**src/rtl/usb_tx_ctrl_if.sv**
```systemverilog
// Handshake bundle between the packet-level TX logic / shift register and the
// USB full-speed transmit sequencer.
interface usb_tx_ctrl_if;
    logic       tx_start;
    logic [6:0] byte_count;
    logic       tx_out;
    logic       load_enable;
    logic       tx_shift;
    logic       tx_enable;
    logic [1:0] byte_sel;
    logic       get_byte;
    logic       stuff_bit;
    logic       eop;
    logic       tx_busy;
    logic       tx_done;

    modport master (
        output tx_start, byte_count, tx_out,
        input  load_enable, tx_shift, tx_enable, byte_sel, get_byte,
               stuff_bit, eop, tx_busy, tx_done
    );

    modport slave (
        input  tx_start, byte_count, tx_out,
        output load_enable, tx_shift, tx_enable, byte_sel, get_byte,
               stuff_bit, eop, tx_busy, tx_done
    );
endinterface

```
**src/rtl/usb_tx_ctrl.sv**
```systemverilog
// USB full-speed transmit sequencer: SYNC/PID/payload byte loading, bit timing,
// bit stuffing after six ones, EOP framing and inter-packet gap.
module usb_tx_ctrl #(
    parameter int CLKS_PER_BIT = 8
) (
    input logic         clk,
    input logic         n_rst,
    usb_tx_ctrl_if.slave bus
);

    typedef enum logic [2:0] {IDLE, SYNC, PID, DATA, EOP, GAP} state_t;

    localparam int TW = $clog2(CLKS_PER_BIT);
    localparam logic [TW-1:0] LAST_TICK = TW'(CLKS_PER_BIT - 1);

    state_t        r_state;
    state_t        w_nextState;
    logic [TW-1:0] r_timer;
    logic [2:0]    r_bitCnt;
    logic [2:0]    r_ones;
    logic [6:0]    r_byteCount;
    logic [6:0]    r_payCnt;

    logic       w_start;
    logic       w_boundary;
    logic       w_inTx;
    logic       w_stuff;
    logic [2:0] w_nextOnes;
    logic       w_act;
    logic       w_byteEnd;
    logic       w_moreBytes;
    logic       w_load;
    logic       w_shift;
    logic [1:0] w_loadSel;

    assign w_start    = (r_state == IDLE) && bus.tx_start;
    assign w_boundary = (r_timer == LAST_TICK);
    assign w_inTx     = (r_state == SYNC) || (r_state == PID) || (r_state == DATA);
    assign w_stuff    = w_inTx && (r_ones == 3'd6);
    assign w_nextOnes = bus.tx_out ? r_ones + 3'd1 : 3'd0;

    // A data boundary that completes a six-ones run defers its action until the
    // end of the following stuff period; by then the bit counter has already
    // advanced, so a wrapped counter (0) marks a deferred end-of-byte.
    assign w_act     = w_inTx && w_boundary && (w_stuff || (w_nextOnes != 3'd6));
    assign w_byteEnd = w_stuff ? (r_bitCnt == 3'd0) : (r_bitCnt == 3'd7);
    assign w_load    = w_start || (w_act && w_byteEnd && w_moreBytes);
    assign w_shift   = w_act && !w_byteEnd;
    assign w_loadSel = (r_state == IDLE) ? 2'd0 : (r_state == SYNC) ? 2'd1 : 2'd2;

    always_comb begin
        w_moreBytes = 1'b0;
        case (r_state)
            SYNC:    w_moreBytes = 1'b1;
            PID:     w_moreBytes = (r_byteCount != 7'd0);
            DATA:    w_moreBytes = (r_payCnt != r_byteCount);
            default: w_moreBytes = 1'b0;
        endcase
    end

    always_ff @(posedge clk or negedge n_rst) begin
        if (!n_rst) begin
            r_state <= IDLE;
        end else begin
            r_state <= w_nextState;
        end
    end

    always_ff @(posedge clk or negedge n_rst) begin
        if (!n_rst) begin
            r_timer     <= '0;
            r_bitCnt    <= 3'd0;
            r_ones      <= 3'd0;
            r_byteCount <= 7'd0;
            r_payCnt    <= 7'd0;
        end else if (w_start) begin
            r_timer     <= '0;
            r_bitCnt    <= 3'd0;
            r_ones      <= 3'd0;
            r_payCnt    <= 7'd0;
            r_byteCount <= bus.byte_count;
        end else if (r_state != IDLE) begin
            r_timer <= w_boundary ? '0 : r_timer + 1'b1;
            if (w_boundary && !w_stuff) begin
                r_bitCnt <= r_bitCnt + 3'd1;
            end
            if (w_inTx && w_boundary) begin
                r_ones <= w_stuff ? 3'd0 : w_nextOnes;
            end
            if (w_load && (w_loadSel == 2'd2)) begin
                r_payCnt <= r_payCnt + 7'd1;
            end
        end
    end

    // EOP is always entered with the bit counter at 0, so it doubles as the
    // two-period EOP counter.
    always_comb begin
        w_nextState = r_state;
        case (r_state)
            IDLE: if (w_start) w_nextState = SYNC;
            SYNC, PID, DATA: begin
                if (w_act && w_byteEnd) begin
                    if (!w_moreBytes)          w_nextState = EOP;
                    else if (r_state == SYNC)  w_nextState = PID;
                    else                       w_nextState = DATA;
                end
            end
            EOP: if (w_boundary && (r_bitCnt == 3'd1)) w_nextState = GAP;
            GAP: if (w_boundary) w_nextState = IDLE;
            default: w_nextState = IDLE;
        endcase
    end

    always_comb begin
        bus.load_enable = w_load;
        bus.byte_sel    = w_load ? w_loadSel : 2'd0;
        bus.get_byte    = w_load && (w_loadSel == 2'd2);
        bus.tx_shift    = w_shift;
        bus.tx_enable   = w_inTx;
        bus.stuff_bit   = w_stuff;
        bus.eop         = (r_state == EOP);
        bus.tx_busy     = (r_state != IDLE);
        bus.tx_done     = (r_state == GAP) && w_boundary;
    end

endmodule

```
**src/flat_wrapper.sv**
```systemverilog
// flat-port wrapper written by rule: the top's interface ports become plain ports
module usb_tx_ctrl_flat 
#(
    parameter int CLKS_PER_BIT = 8
)
  (clk, n_rst, bus_tx_start, bus_byte_count, bus_tx_out, bus_load_enable, bus_tx_shift, bus_tx_enable, bus_byte_sel, bus_get_byte, bus_stuff_bit, bus_eop, bus_tx_busy, bus_tx_done);
  usb_tx_ctrl_if bus_i ();
  input logic clk;
  input logic n_rst;
  input wire logic [$bits(bus_i.tx_start)-1:0] bus_tx_start;
  input wire logic [$bits(bus_i.byte_count)-1:0] bus_byte_count;
  input wire logic [$bits(bus_i.tx_out)-1:0] bus_tx_out;
  output wire logic [$bits(bus_i.load_enable)-1:0] bus_load_enable;
  output wire logic [$bits(bus_i.tx_shift)-1:0] bus_tx_shift;
  output wire logic [$bits(bus_i.tx_enable)-1:0] bus_tx_enable;
  output wire logic [$bits(bus_i.byte_sel)-1:0] bus_byte_sel;
  output wire logic [$bits(bus_i.get_byte)-1:0] bus_get_byte;
  output wire logic [$bits(bus_i.stuff_bit)-1:0] bus_stuff_bit;
  output wire logic [$bits(bus_i.eop)-1:0] bus_eop;
  output wire logic [$bits(bus_i.tx_busy)-1:0] bus_tx_busy;
  output wire logic [$bits(bus_i.tx_done)-1:0] bus_tx_done;
  assign bus_i.tx_start = bus_tx_start;
  assign bus_i.byte_count = bus_byte_count;
  assign bus_i.tx_out = bus_tx_out;
  assign bus_load_enable = bus_i.load_enable;
  assign bus_tx_shift = bus_i.tx_shift;
  assign bus_tx_enable = bus_i.tx_enable;
  assign bus_byte_sel = bus_i.byte_sel;
  assign bus_get_byte = bus_i.get_byte;
  assign bus_stuff_bit = bus_i.stuff_bit;
  assign bus_eop = bus_i.eop;
  assign bus_tx_busy = bus_i.tx_busy;
  assign bus_tx_done = bus_i.tx_done;
  usb_tx_ctrl #(.CLKS_PER_BIT(CLKS_PER_BIT)) u_core (.clk(clk), .n_rst(n_rst), .bus(bus_i));
endmodule
```
**config.mk**
```make
export PLATFORM = sky130hd
export DESIGN_NAME = usb_tx_ctrl_flat
export DESIGN_NICKNAME = d
export VERILOG_FILES = /design/src/rtl/usb_tx_ctrl_if.sv /design/src/rtl/usb_tx_ctrl.sv /design/src/flat_wrapper.sv
export SDC_FILE = /design/constraint.sdc
export NUM_CORES = 1
export LEC_CHECK = 0
export ABC_AREA = 1
export CAP_MARGIN = 0
export CORE_MARGIN = 3
export CORE_UTILIZATION = 45
export DETAILED_ROUTE_END_ITERATION = 8
export HOLD_SLACK_MARGIN = 0.15
export PLACE_DENSITY_LB_ADDON = 0.05
export SLEW_MARGIN = 10
export SYNTH_ARGS = -nofsm -noshare
export SYNTH_HDL_FRONTEND = slang
export SYNTH_SLANG_ARGS = --single-unit
```
**constraint.sdc**
```tcl
create_clock -name clk -period 4 [get_ports clk]
set_input_delay 0.6 -clock clk [delete_from_list [all_inputs] [get_ports clk]]
set_output_delay 0.6 -clock clk [all_outputs]
set_load 0.01 [all_outputs]
```
=== Word-level counts from Yosys, hierarchy flattened ===
Index checks and enable logic that the tools add are counted.

* Flip-flop bits (word level): 26
* Input port bits: 11

* $add $sub $neg: 4
* Equal/unequal tests: 16
* Muxes and demuxes: 26
* Reduce and logical (&&, ||, !) cells: 30

{| class="wikitable"
|+ Operator list
! operator !! count
|-
| 3-bit 2-to-1 mux || 16
|-
| 7-bit 2-to-1 mux || 3
|-
| 3-bit == test (second input constant) || 5
|-
| 3-bit one-hot mux with 4 select lines || 1
|-
| 1-bit logical AND || 11
|-
| 3-bit by 1-bit adder with 3-bit output (second input constant) || 3
|-
| 2-bit by 1-bit != test with 1-bit output (second input constant) || 4
|-
| 2-bit nonzero test || 4
|-
| 7-bit by 1-bit adder with 7-bit output (second input constant) || 1
|-
| 7-bit != test || 1
|-
| 7-bit nonzero test || 1
|-
| 3-bit by 1-bit == test with 1-bit output (second input constant) || 2
|-
| 3-bit by 2-bit == test with 1-bit output (second input constant) || 2
|-
| 3-bit zero test || 2
|-
| 2-bit 2-to-1 mux || 3
|-
| 2-bit AND reduction || 3
|-
| 1-bit logical OR || 4
|-
| 4-bit AND reduction || 1
|-
| 3-bit != test (second input constant) || 1
|-
| 1-bit one-hot mux with 3 select lines || 1
|-
| 3-bit nonzero test || 1
|-
| 3-bit OR reduction || 1
|-
| 2-bit == test (second input constant) || 1
|-
| 1-bit zero test || 2
|-
| 1-bit 2-to-1 mux || 2
|}

=== Longest topological paths before layout ===
Gate-level depths: netlist of run 1.

* Depth in word-level cells: 13
* Depth in mapped cells: 13
* Mapped depth without buffers: 13

=== Worst setup path after synthesis of run 1 ===
OpenSTA, ideal clock, no wires.

* Path kind: reg-to-output
* Start point: reg u_core.r_ones[0]
* End point: out bus_byte_sel[1]
* Arrival: 1486 ps
* Setup slack: 1914 ps
* Cell stages (with the launch flop): 10
* Buffers on the path: 1
* Cells stage by stage: dfrtp_1 inv_1 ha_1 nor3_1 nand3_2 nand2_4 nor2_4 nand3_4 inv_2 buf_4

* Cells in the longest elaborated chain, start to end: 9
* Elaborated cells on any way between the ends: 12
* Classes of those cells: add/sub (1); eq/ne (2); mux (3); reduce/logical (6)

{| class="wikitable"
|+ RTL lines
! what !! RTL line !! RTL
|-
| start: declaration || usb_tx_ctrl.sv:20 || <nowiki>logic [2:0] r_ones;</nowiki>
|-
| start signal: assignment || usb_tx_ctrl.sv:88 || <nowiki>r_ones <= w_stuff ? 3'd0 : w_nextOnes;</nowiki>
|-
| 3-bit by 1-bit adder with 3-bit output || usb_tx_ctrl.sv:40 || <nowiki>assign w_nextOnes = bus.tx_out ? r_ones + 3'd1 : 3'd0;</nowiki>
|-
| 3-bit 2-to-1 mux || usb_tx_ctrl.sv:40 ||
|-
| 3-bit != test || usb_tx_ctrl.sv:45 || <nowiki>assign w_act = w_inTx && w_boundary && (w_stuff || (w_nextOnes != 3'd6));</nowiki>
|-
| 1-bit logical OR || usb_tx_ctrl.sv:45 ||
|-
| 1-bit logical AND || usb_tx_ctrl.sv:45 ||
|-
| 1-bit logical AND * (2 in a row) || usb_tx_ctrl.sv:47 || <nowiki>assign w_load = w_start || (w_act && w_byteEnd && w_moreBytes);</nowiki>
|-
| 1-bit logical OR * || usb_tx_ctrl.sv:47 ||
|-
| 2-bit 2-to-1 mux * || usb_tx_ctrl.sv:117 || <nowiki>bus.byte_sel = w_load ? w_loadSel : 2'd0;</nowiki>
|-
| end: declaration || flat_wrapper.sv:16 || <nowiki>output wire logic [$bits(bus_i.byte_sel)-1:0] bus_byte_sel;</nowiki>
|}

Every way passes the cells marked *; elsewhere a longest branch is shown, timed or not.

=== Final worst setup path of run 1 ===
* Start point: reg u_core.r_timer[0]
* End point: out bus_byte_sel[0]

* Cells in the longest elaborated chain, start to end: 7

{| class="wikitable"
|+ RTL lines
! what !! RTL line !! RTL
|-
| start: declaration || usb_tx_ctrl.sv:18 || <nowiki>logic [TW-1:0] r_timer;</nowiki>
|-
| start signal: assignment || usb_tx_ctrl.sv:83 || <nowiki>r_timer <= w_boundary ? '0 : r_timer + 1'b1;</nowiki>
|-
| 3-bit == test || usb_tx_ctrl.sv:37 || <nowiki>assign w_boundary = (r_timer == LAST_TICK);</nowiki>
|-
| 1-bit logical AND (2 in a row) || usb_tx_ctrl.sv:45 ||
|-
| 1-bit logical AND (2 in a row) || usb_tx_ctrl.sv:47 ||
|-
| 1-bit logical OR || usb_tx_ctrl.sv:47 ||
|-
| 2-bit 2-to-1 mux || usb_tx_ctrl.sv:117 ||
|}

Every way passes these cells.

==> impl_summary.md, run 1 <==
Status
The flow ran to the end, and the final reports show no timing, DRC or antenna violations.

Timing
At the pin with the least slew margin, the transition time is 401.1 ps. The maximum frequency from static timing analysis is 335.8 MHz. Headroom to the max-slew limit came out at 73.17%. The summed negative setup slack over all endpoints is 0 ps. The final worst clock skew is approximately 5.6 ps. The smallest hold slack is 513.4 ps.

Setup violations remaining at the end of the flow were counted as 0. The total count of hold-check failures in the final report was 0. The final-report max-slew violation count is 0. The time the final worst path needs with I/O delays and setup is 2978 ps. Setup repair after global routing left no endpoint under its margin. After layout, the worst path uses 74.46% of the clock period.

Power and ir drop
Internal power comes to 628.9 uW. Per report_power, the combinational group accounts for 47.7% of the total. The highest ir drop seen on vdd is about 0.29 mV. The clock network accounts for 15.7% of the total power. Dividing total power by cell area gives a power density of 546.4 nW/um^2. The switching share of power is 43.19%. The switching component of the power is 478.1 uW.

For this design the static power due to leakage is 0.001093 uW. The share of total power dissipated in sequential elements is 36.6%.

Synthesis
The mean instance size in the synthesized netlist is 7.518 sq um. After synthesis, the cell types taking the most area are sky130_fd_sc_hd__dfrtp_1, sky130_fd_sc_hd__nand2_1, sky130_fd_sc_hd__inv_1, sky130_fd_sc_hd__ha_1, sky130_fd_sc_hd__nand3_1. For this run, the leading register cell type out of synthesis is sky130_fd_sc_hd__dfrtp_1.

Of the post-synthesis cell area, the dominant cell type holds between 30% and 40%. The register bit count reported by yosys is 26. Summing every instance area after synthesis gives 1737 sq um. For this run, the number of Yosys warnings is 0. The post-synthesis async set-or-reset flop share is 100.0%.

Of the synthesized area, sequential elements account for between 30% and 40%. The cell accounting for the most synthesized area is sky130_fd_sc_hd__dfrtp_1. The instance count of the mapped netlist is 231. The number of synthesized flops with an enable pin is 0.

The post-synthesis net count is ~250. The distinct cell type count of the synthesized netlist is 32.

Layout
Counting the fill cells in the layout gives 338. Cells fill 57.53% of the core in the end. Summing all flip-flop and latch instances after layout gives 650.6 sq um. After routing the design area is between 2000 and 2500 sq um. The layout net count is 273. 0 antenna diodes ended up in the layout.

The area growth from synthesis to layout is 16.64%. The total area of multi-input combinational cells is 902.1 sq um. The post-route netlist has 9.921% of its cells at a drive strength greater than 1.

Floorplan
The number of top-level design ports is 21. Once the floorplan was initialized, standard cells occupied 49.32% of the core. The floorplan step defined a core boundary enclosing ~3500 sq um.

The die area is 4640 sq um. The vertical die dimension is 68.12 um. The die boundary width is 68.12 um. The count of standard-cell rows is 21.

Routing
The DRC violation count after routing is 0. The number of vias per cell is 4.779. The total number of vias is 1424. The remaining number of nets flagged by the antenna check after routing is 0.

The aggregate routed wire length is about 3400 um. The first-pass detailed-route iteration total is 4. For this block, the initial DRC count from the detailed router was 45. Dividing the detail-routed wire length by the instance count gives 11.46 um.

Global route
The number of global-route vias before repair is roughly 1300. Entering global routing, the biggest net connects 27 pins. Global routing consumed, over all layers together, 17.21% of the routing resources.

The initial antenna violation count came to 0. The first global-routing pass estimated 5996 um of wire. Global routing finished with a remaining overflow of 0.

Clock tree
The TritonCTS clock tree is done. The clock-pin slew reported for the worst setup and hold paths after clock tree synthesis is 90 ps. The number of gates resized after CTS was 0. The total clock buffers created by CTS is 3. No sink is reached through more buffers than the 2 on the longest clock path. The total of hold buffers inserted after clock tree synthesis is 0. The number of clock sinks is 26. The H-tree depth is 1.

For the worst-skew pair, the clock arrives at the later sink with an insertion delay of between 200 and 300 ps. Once the clock tree was built, the setup fixing pass inserted 0 buffers. The tree is rooted in a sky130_fd_sc_hd__clkbuf_8.

Worst setup path
At the worst endpoint, the arrival time is approximately 2400 ps. Along the worst path, the maximum fanout reaches 5. The endpoint required time on the critical path is 3400 ps. STA classifies the critical path startpoint as a register. The setup check on the worst reg-to-reg path leaves a slack of 2140 ps.

The path type of the worst setup path is register to primary output. The critical path endpoint category is a primary output.

Placed design
The placement-stage cell area is about 2000 sq um. The final HPWL from detailed placement is ~2600 um. The count of buffers added on input and output ports is 20. The final RePlAce weighted congestion is 0.7516.

Job
The max capacitance violation total is 0.

Worst hold path
The path category of the worst min-delay check is register to register.
[area by class of cell]
class / count / area share [%]
Tap cell: 46 / 2.841
Inverter: 40 / 7.536
Sequential cell: 26 / 32.12
Timing Repair Buffer: 21 / 10.25
Multi-Input combinational cell: 161 / 44.53
Clock buffer: 4 / 2.718
[kinds of logic after synthesis]
kind of cell	count (synthesis)	synth area share [%]
DFF	26	37.46
AOI/OAI and AO/OA	21	7.277
xor gates and xnor gates	6	3.026
adders and majority gates	9	6.484
buffers and inverters	44	10.59
and+or+nand+nor	125	35.16
[state kept, by name, indices dropped and copies added (netlist names)]
signal / count
u_core.r_byteCount: 7
u_core.r_payCnt: 7
u_core.r_bitCnt: 3
u_core.r_ones: 3
u_core.r_state: 3
u_core.r_timer: 3
[power groups by stage]
| stage | sequential, uW | combinational [uW] | clock, uW |
|---|---|---|---|
| global route | 416 | 618 | 189 |
| detailed placement | 411 | 531 | 0 |
| CTS | 406 | 534 | 180 |
| global placement | 411 | 523 | 0 |
| floorplan | 398 | 398 | 0 |
| finish | 405 | 528 | 173 |
[through the flow]
step | setup slack [ps] | cells | total power [uW]
global placement | 1105 | 294 | 934.4
detailed placement | 1085 | 294 | 942.1
CTS | 986.5 | 298 | 1120
finish | 1022 | 298 | 1107
floorplan | 1914 | 231 | 795.6
global route | 795.8 | 298 | 1223
[cell usage in the layout, fill, tap and decap left out, types with 2 or more instances in the layout]
cell,instances
sky130_fd_sc_hd__inv_1,35
sky130_fd_sc_hd__nand2_4,4
sky130_fd_sc_hd__o21ai_1,9
sky130_fd_sc_hd__nor2_1,14
sky130_fd_sc_hd__nor4_1,2
sky130_fd_sc_hd__clkdlybuf4s50_1,20
sky130_fd_sc_hd__inv_2,4
sky130_fd_sc_hd__nand2_2,4
sky130_fd_sc_hd__xor2_1,6
sky130_fd_sc_hd__nor3_1,3
sky130_fd_sc_hd__nand2_1,69
sky130_fd_sc_hd__a22o_1,2
sky130_fd_sc_hd__a31oi_1,2
sky130_fd_sc_hd__dfrtp_1,26
sky130_fd_sc_hd__nand3_1,20
sky130_fd_sc_hd__nor2_4,3
sky130_fd_sc_hd__o21ai_0,3
sky130_fd_sc_hd__ha_1,9
sky130_fd_sc_hd__clkbuf_8,4
[worst paths after layout]
path / cells past startpoint / start / to
worst min register to register: 1 / u_core.r_timer[1]$_DFFE_PN0P_ / u_core.r_timer[1]$_DFFE_PN0P_
min in group asynchronous: 2 / n_rst / u_core.r_ones[2]$_DFFE_PN0P_
max in group asynchronous: 2 / n_rst / u_core.r_timer[1]$_DFFE_PN0P_
worst max register to register: 8 / u_core.r_state[1]$_DFFE_PN0P_ / u_core.r_bitCnt[0]$_DFFE_PN0P_
worst max-delay path: 9 / u_core.r_timer[0]$_DFFE_PN0P_ / bus_byte_sel[0]
worst min-delay path: 1 / u_core.r_timer[1]$_DFFE_PN0P_ / u_core.r_timer[1]$_DFFE_PN0P_
[critical path, cell delays in order, from the launching register on]
cell	delay, ps
sky130_fd_sc_hd__dfrtp_1	380
sky130_fd_sc_hd__ha_1	150
sky130_fd_sc_hd__ha_1	230
sky130_fd_sc_hd__inv_1	160
sky130_fd_sc_hd__nor2_8	170
sky130_fd_sc_hd__nand2_4	70
sky130_fd_sc_hd__nor2_4	110
sky130_fd_sc_hd__nand2_1	120
sky130_fd_sc_hd__nor3_1	150
sky130_fd_sc_hd__clkdlybuf4s50_1	560
[per-layer routing]
| metal | share of wire, % | vias up | global-route usage (%) |
|---|---|---|---|
| met5 | 0 | - | 0 |
| met4 | 0.76 | 0 | 4.467 |
| met3 | 3.3 | 2 | 3.448 |
| met2 | 46 | 16 | 26.59 |
| met1 | 50 | 636 | 24.46 |
| li1 | - | 770 | - |
[cells in the mapped netlist (2+ instances only)]
| cell | n |
|---|---|
| sky130_fd_sc_hd__dfrtp_1 | 26 |
| sky130_fd_sc_hd__nand2_2 | 4 |
| sky130_fd_sc_hd__a22o_1 | 2 |
| sky130_fd_sc_hd__nor2_4 | 3 |
| sky130_fd_sc_hd__o21ai_1 | 9 |
| sky130_fd_sc_hd__inv_1 | 35 |
| sky130_fd_sc_hd__nand3_1 | 20 |
| sky130_fd_sc_hd__a31oi_1 | 2 |
| sky130_fd_sc_hd__nor2_1 | 14 |
| sky130_fd_sc_hd__nor4_1 | 2 |
| sky130_fd_sc_hd__ha_1 | 9 |
| sky130_fd_sc_hd__xor2_1 | 6 |
| sky130_fd_sc_hd__nor3_1 | 3 |
| sky130_fd_sc_hd__buf_4 | 2 |
| sky130_fd_sc_hd__nand2_1 | 69 |
| sky130_fd_sc_hd__o21ai_0 | 3 |
| sky130_fd_sc_hd__inv_2 | 4 |
| sky130_fd_sc_hd__nand2_4 | 4 |
No activity file was read; power rests on OpenSTA's default activity.
==> run 2, diff against run 1 <==
==> constraint.sdc (replaced) <==
create_clock -name clk -period 2.7 [get_ports clk]
set_input_delay 0.405 -clock clk [delete_from_list [all_inputs] [get_ports clk]]
set_output_delay 0.405 -clock clk [all_outputs]
set_load 0.01 [all_outputs]
==> run 2 against run 1 <==
  * Non-clock buffer count rose by 2
  * Clock-buffer cell count fell by 1
  * Total power rose by 56%
  * Flip-flop and latch count did not move
==> impl_summary.md, run 2 (synthesized netlist as in run 1, its figures left out) <==
Clock tree
The clock root buffer master is sky130_fd_sc_hd__clkbuf_8 (unchanged). The number of clock sinks was 26 (unchanged). The total clock buffers created by CTS is 3 (unchanged). The TritonCTS clock tree was done (unchanged). The total of hold buffers inserted after clock tree synthesis was 0 (unchanged). The H-tree depth is 1 (unchanged). The clock-pin slew reported for the worst setup and hold paths after clock tree synthesis is 90 ps (about the same). The worst-case clock buffer depth was 2 (unchanged).

The worst-skew pair later-pin latency is 280 ps (was 270 ps).

Placed design
The total of buffers placed on input and output ports is 20 (unchanged). The final RePlAce weighted congestion is 0.7937 (was 0.7516). The final HPWL from detailed placement is 2647 um (was 2613 um).

The placement-stage cell area came to 1986 sq um (was 1971 sq um). The number of cells after detailed placement is 296 (was 294).

Floorplan
The core footprint is 3521 sq um (unchanged). The vertical die dimension was 68.12 um (unchanged). The number of top-level design ports is 21 (unchanged).

The die boundary width is 68.12 um (unchanged). The initial cell density of the core was 49.32% (unchanged). The die area is 4640 sq um (unchanged). The count of standard-cell rows is 21 (unchanged).

Worst setup path
The path type of the worst setup path is register to primary output (unchanged). The worst reg-to-reg path cell count was 11 (was 8). The launch instance of the worst register-to-register path is u_core.r_ones[0]$_DFFE_PN0P_ (was u_core.r_state[1]$_DFFE_PN0P_).

The biggest fanout along the worst timing path was 5 (unchanged). The endpoint required time on the critical path is 2300 ps (was 3400 ps). The internal reg-to-reg setup slack is 910 ps (was 2140 ps). The worst flop-to-flop path endpoint is u_core.r_payCnt[3]$_DFFE_PN0P_ (was u_core.r_bitCnt[0]$_DFFE_PN0P_). The arrival time at the worst endpoint is 2150 ps (was 2380 ps). The critical path endpoint category is a primary output (unchanged). The type of origin of the critical path is a register (unchanged).

Global route
The initial antenna violation count is 0 (unchanged). The largest net degree at the start of global routing was 27 (unchanged). The first-pass GRT wire length is 6396 um (was 5996 um).

The global route total overflow came to 0 (unchanged). The number of global-route vias before repair is 1424 (was 1319). The overall global routing resource usage is 18.35% (was 17.21%).

Status
Status: finished, final reports clean (unchanged).

Timing
The total of endpoints with negative setup slack in the final report came to 0 (unchanged). The maximum frequency from static timing analysis is 391.8 MHz. The final worst clock skew is 5.908 ps (was 5.589 ps). The summed negative setup slack over all endpoints was 0 ps (unchanged). The pin slew with the least headroom to its limit is 348.4 ps (was 401.1 ps).

The final-report max-slew violation count is 0 (unchanged). The smallest hold slack was 494.6 ps (was 513.4 ps). The final cycle utilization of the critical path is 94.54%. The total count of hold-check failures in the final report is 0 (unchanged). The relative slew slack is 76.77% (was 73.17%).

The time the final worst path needs with I/O delays and setup is around 2600 ps.

Layout
The signed area change from the synthesized netlist to the final layout is 19.09% (was 16.64%). The layout net count is 275 (was 273). The count of fill cells added during filler insertion is 346 (was 338). The number of inserted diodes is 0 (unchanged). Leading cell types in the layout, fill and taps excluded: sky130_fd_sc_hd__nand2_1, sky130_fd_sc_hd__inv_1, sky130_fd_sc_hd__dfrtp_1, sky130_fd_sc_hd__nand3_1, sky130_fd_sc_hd__clkdlybuf4s50_1 (unchanged).

The final instance count without filler cells was 300 (was 298). Top flop regs: u_core.r_byteCount (7), u_core.r_payCnt (7) (unchanged). The area of all placed cells without fillers is 2068 sq um (was 2026 sq um). The share of layout cells above drive strength 1 is 12.99% (was 9.921%). The most common cell after layout, fill and taps aside is sky130_fd_sc_hd__nand2_1 (unchanged).

Job
The max capacitance violation total is 0 (unchanged).

Power and ir drop
The total power divided by cell area was 832.6 nW/um^2 (was 546.4 nW/um^2). The power consumption is 1722 uW (was 1107 uW). The highest ir drop seen on vdd is 0.4848 mV (was 0.2855 mV). The leakage power total came to 0.001123 uW (was 0.001093 uW).

Routing
The number of vias per cell is 4.933 (was 4.779). The remaining number of nets flagged by the antenna check after routing was 0 (unchanged). The DRC violation total after the first TritonRoute iteration came to 64 (was 45). The DRC violation count after routing is 0 (unchanged). The first-pass detailed-route iteration total is 4 (unchanged). The total number of vias is 1480 (was 1424). The wire length per cell is 11.80 um (was 11.46 um). The aggregate routed wire length is 3540 um (was 3414 um).

Worst hold path
The path category of the worst min-delay check is input pin to asynchronous set/reset pin (was register to register).
==> run 2: metrics by stage <==
| stage | util, % | setup WS (ps) |
|---|---|---|
| after floorplan | - | 809.3 |
| after global placement | 56.40 | 215.6 |
| after detailed placement | 56.40 | 200.1 |
| after CTS | 58.39 | 33.45 |
| after global routing | 58.74 | -3.265 |
| final | 58.74 | 147.4 |
==> run 2: worst max-delay path by stage <==
stage,slack [ps],from,endpoint
2_1_floorplan,810,u_core.r_ones[0]$_DFFE_PN0P_,bus_byte_sel[1]
3_3_place_gp,220,bus_tx_out,bus_byte_sel[0]
3_5_place_dp,200,bus_tx_out,bus_load_enable
4_1_cts,30,u_core.r_timer[0]$_DFFE_PN0P_,bus_load_enable
5_1_grt,-3,u_core.r_ones[0]$_DFFE_PN0P_,bus_get_byte
6_report,150,u_core.r_ones[0]$_DFFE_PN0P_,bus_byte_sel[1]
==> run 2: repair_timing <==
item / CTS / global route
cloned: 0 / 0
resized for setup: 1 / 7
setup endpoints to repair: 1 / 3
pin swaps: 0 / 0
setup buffers: 0 / 0
==> run 2: report_power, final <==
group          leakage (uW)  switching, uW  internal [uW]
Sequential         0.000337           94.6            509
Combinational      0.000750            487            298
Clock             0.0000357            135            199
Total               0.00112            716           1010
==> run 2: critical path, stage by stage, from the launching register on <==
cell	delay [ps]
sky130_fd_sc_hd__dfrtp_1	400
sky130_fd_sc_hd__inv_2	100
sky130_fd_sc_hd__ha_1	140
sky130_fd_sc_hd__nand2_1	50
sky130_fd_sc_hd__inv_1	90
sky130_fd_sc_hd__nand2_4	90
sky130_fd_sc_hd__nand2_2	80
sky130_fd_sc_hd__nand2_2	70
sky130_fd_sc_hd__nor2_4	130
sky130_fd_sc_hd__nand3_4	100
sky130_fd_sc_hd__inv_2	80
sky130_fd_sc_hd__clkdlybuf4s50_1	530
==> run 2: cell type report <==
class / instances / area [sq um] / area share [%]
Clock inverter: 1 / 30.03 / 1.452
Sequential cell: 26 / 653.1 / 31.58
Timing Repair Buffer: 23 / 224.0 / 10.83
Tap cell: 46 / 57.56 / 2.783
Multi-Input combinational cell: 161 / 909.6 / 43.98
Clock buffer: 3 / 41.29 / 1.996
Inverter: 40 / 152.6 / 7.381
==> run 2: routing by layer <==
metal / vias to the layer above / wire length, um / global-route usage [%]
li1: 767 / - / -
met1: 683 / 1679 / 23.77
met2: 24 / 1667 / 30.20
met3: 6 / 129 / 3.612
met4: 0 / 64 / 6.700
met5: - / 0 / 0
==> run 3, diff against run 2 <==
--- a/config.mk
+++ b/config.mk
@@ -7,6 +7,7 @@
 export LEC_CHECK = 0
 export ABC_AREA = 1
 export CAP_MARGIN = 0
+export CORE_ASPECT_RATIO = 1.75
 export CORE_MARGIN = 3
 export CORE_UTILIZATION = 45
 export DETAILED_ROUTE_END_ITERATION = 8
==> run 3 against run 2 <==
  * Global-route usage is 0.070 points lower
  * Non-clock buffer count is 1 higher
  * Combinational power is 3.9% higher
  * Clock skew is 3.8 ps lower
  * Hold slack better by 2.3 ps
==> impl_summary.md, run 3 (synthesized netlist as in run 1, its figures left out) <==
Power and ir drop
The leakage power total was 0.001114 uW (was 0.001123 uW). The total power divided by cell area was 837.8 nW/um^2 (was 832.6 nW/um^2). The power consumption is 1744 uW (was 1722 uW). The highest ir drop seen on vdd is 0.3831 mV (was 0.4848 mV).

Placed design
The total of buffers placed on input and output ports came to 20 (unchanged). The final HPWL from detailed placement was 2911 um (was 2647 um). The placement-stage cell area is 1986 sq um (unchanged).

The final RePlAce weighted congestion is 0.8312 (was 0.7937).

Timing
The summed negative setup slack over all endpoints came to 0 ps (unchanged). The final cycle utilization of the critical path is 95.08% (was 94.54%). The relative slew slack is 74.23% (was 76.77%). The total of endpoints with negative setup slack in the final report is 0 (unchanged). The total count of hold-check failures in the final report is 0 (unchanged).

The pin slew with the least headroom to its limit is 382.9 ps (was 348.4 ps). The final-report max-slew violation count is 0 (unchanged). The final worst clock skew is 2.119 ps (was 5.908 ps). The time the final worst path needs with I/O delays and setup is 2567 ps (was 2553 ps). Setup repair after global routing left no endpoint under its margin.

The maximum frequency from static timing analysis is 389.5 MHz (was 391.8 MHz).

Worst setup path
The endpoint required time on the critical path is 2300 ps (about the same). The path type of the worst setup path is register to primary output (unchanged). The critical path endpoint category was a primary output (unchanged). The arrival time at the worst endpoint is 2160 ps (was 2150 ps). The type of origin of the critical path is a register (unchanged). The biggest fanout along the worst timing path is 5 (unchanged).

Global route
The first-pass GRT wire length is 6327 um (was 6396 um). The number of global-route vias before repair is 1460 (was 1424). The initial antenna violation count is 0 (unchanged).

The largest net degree at the start of global routing was 27 (unchanged). The global route total overflow came to 0 (unchanged). The overall global routing resource usage is 18.28% (was 18.35%).

Layout
The share of layout cells above drive strength 1 is 14.51% (was 12.99%). The layout net count is 276 (was 275). The signed area change from the synthesized netlist to the final layout is 19.88% (was 19.09%).

The most common cell after layout, fill and taps aside is sky130_fd_sc_hd__nand2_1 (unchanged). Leading cell types in the layout, fill and taps excluded: sky130_fd_sc_hd__nand2_1, sky130_fd_sc_hd__inv_1, sky130_fd_sc_hd__dfrtp_1, sky130_fd_sc_hd__nand3_1, sky130_fd_sc_hd__clkdlybuf4s50_1 (unchanged). The final standard cell utilization of the core is 56.81% (was 58.74%).

The area of all placed cells without fillers is 2082 sq um (was 2068 sq um). The number of inserted diodes was 0 (unchanged). Top flop regs: u_core.r_byteCount (7), u_core.r_payCnt (7) (unchanged).

Routing
The first-pass detailed-route iteration total is 4 (unchanged). The total number of vias is 1450 (was 1480). The wire length per cell is 12.28 um (was 11.80 um). The DRC violation total after the first TritonRoute iteration is 22 (was 64). The remaining number of nets flagged by the antenna check after routing is 0 (unchanged). The DRC violation count after routing is 0 (unchanged). The aggregate routed wire length is 3697 um (was 3540 um).

The number of vias per cell is 4.817 (was 4.933).

Floorplan
The number of top-level design ports is 21 (unchanged). The vertical die dimension is 88.18 um (was 68.12 um). The core footprint is 3665 sq um (was 3521 sq um). The initial cell density of the core came to 47.39% (was 49.32%).

The die boundary width is 52.96 um (was 68.12 um). The count of standard-cell rows is 29 (was 21). The die area is 4670 sq um (was 4640 sq um).

Clock tree
The clock root buffer master is sky130_fd_sc_hd__clkbuf_8 (unchanged). The total clock buffers created by CTS was 3 (unchanged). The total of hold buffers inserted after clock tree synthesis is 0 (unchanged).

The H-tree depth came to 1 (unchanged). The clock-pin slew reported for the worst setup and hold paths after clock tree synthesis is 90 ps (about the same). The worst-skew pair later-pin latency is 270 ps (was 280 ps). The TritonCTS clock tree is done (unchanged). The number of clock sinks is 26 (unchanged). The worst-case clock buffer depth is 2 (unchanged).

Status
Status: finished, final reports clean (unchanged).

Job
The max capacitance violation total was 0 (unchanged).

Worst hold path
The path category of the worst min-delay check is input pin to asynchronous set/reset pin (unchanged).
run 3: changes by cell type in the layout (fill, tap and decap cells not counted):
cell                              delta
sky130_fd_sc_hd__buf_4               +1
sky130_fd_sc_hd__nand2_1             -2
sky130_fd_sc_hd__clkdlybuf4s50_1     +1
sky130_fd_sc_hd__dlymetal6s2s_1      -1
sky130_fd_sc_hd__o21bai_2            +1
sky130_fd_sc_hd__nand2_2             +2
sky130_fd_sc_hd__o21bai_1            -1
run 3: metal layers:
metal	share of wire [%]	track usage (%)	wire length, um	vias to the layer above
met2	55	34.95	2040	25
met5	0	0	0	-
met3	2.3	1.022	86	8
met4	2.5	9.070	94	0
met1	40	19.23	1476	648
li1	-	-	-	769
run 3: layout make-up:
class	instances	area, sq um
clock inverters	1	30.03
multi-input cells	161	918.4
well taps	46	57.56
inverters	40	152.6
fillers	362	1583
clock buffers	3	41.29
repair buffers	24	229.0
flip-flops and latches	26	653.1
run 3: power by group:
part | switching [uW] | total [uW] | internal, uW | leakage, uW
Sequential | 91.5 | 600 | 509 | 0.000337
Combinational | 504 | 816 | 312 | 0.000741
Clock | 130 | 329 | 199 | 0.0000357
run 3: timing repair:
action                     in CTS  in global routing
setup endpoints to repair       1                  4
gates cloned                    0                  0
resized for setup               1                  9
setup buffers                   0                  1
run 3: path summary, 6_finish.rpt:
path | startpoint | depth (start not counted) | slack [ps] | end
worst min register to register | u_core.r_timer[1]$_DFFE_PN0P_ | 1 | 520 | u_core.r_timer[1]$_DFFE_PN0P_
max in group asynchronous | n_rst | 2 | 1930 | u_core.r_state[1]$_DFFE_PN0P_
worst min-delay path | n_rst | 2 | 500 | u_core.r_bitCnt[2]$_DFFE_PN0P_
worst max-delay path | u_core.r_ones[0]$_DFFE_PN0P_ | 12 | 130 | bus_byte_sel[1]
worst max register to register | u_core.r_ones[0]$_DFFE_PN0P_ | 11 | 930 | u_core.r_payCnt[6]$_DFFE_PN0P_
min in group clk | u_core.r_timer[1]$_DFFE_PN0P_ | 1 | 520 | u_core.r_timer[1]$_DFFE_PN0P_
run 3: through the flow:
stage / hold slack, ps / std cells / setup slack (ps)
2_1_floorplan: 109.4 / 231 / 809.3
3_3_place_gp: 487.6 / 296 / 200.9
3_5_place_dp: 495.8 / 296 / 175.6
4_1_cts: 505.1 / 300 / 22.65
5_1_grt: 515.8 / 301 / 10.80
6_report: 496.9 / 301 / 132.9
run 3: worst max-delay path, stage by stage (launching register included):
cell and delay (ps):
sky130_fd_sc_hd__dfrtp_1 380, sky130_fd_sc_hd__inv_2 70, sky130_fd_sc_hd__ha_1 190, sky130_fd_sc_hd__nand2_1 60, sky130_fd_sc_hd__inv_1 60, sky130_fd_sc_hd__nand2_4 100, sky130_fd_sc_hd__inv_4 50, sky130_fd_sc_hd__nand2_4 60
sky130_fd_sc_hd__nand2_2 70, sky130_fd_sc_hd__nor2_4 150, sky130_fd_sc_hd__nand3_4 90, sky130_fd_sc_hd__inv_2 80, sky130_fd_sc_hd__clkdlybuf4s50_1 540
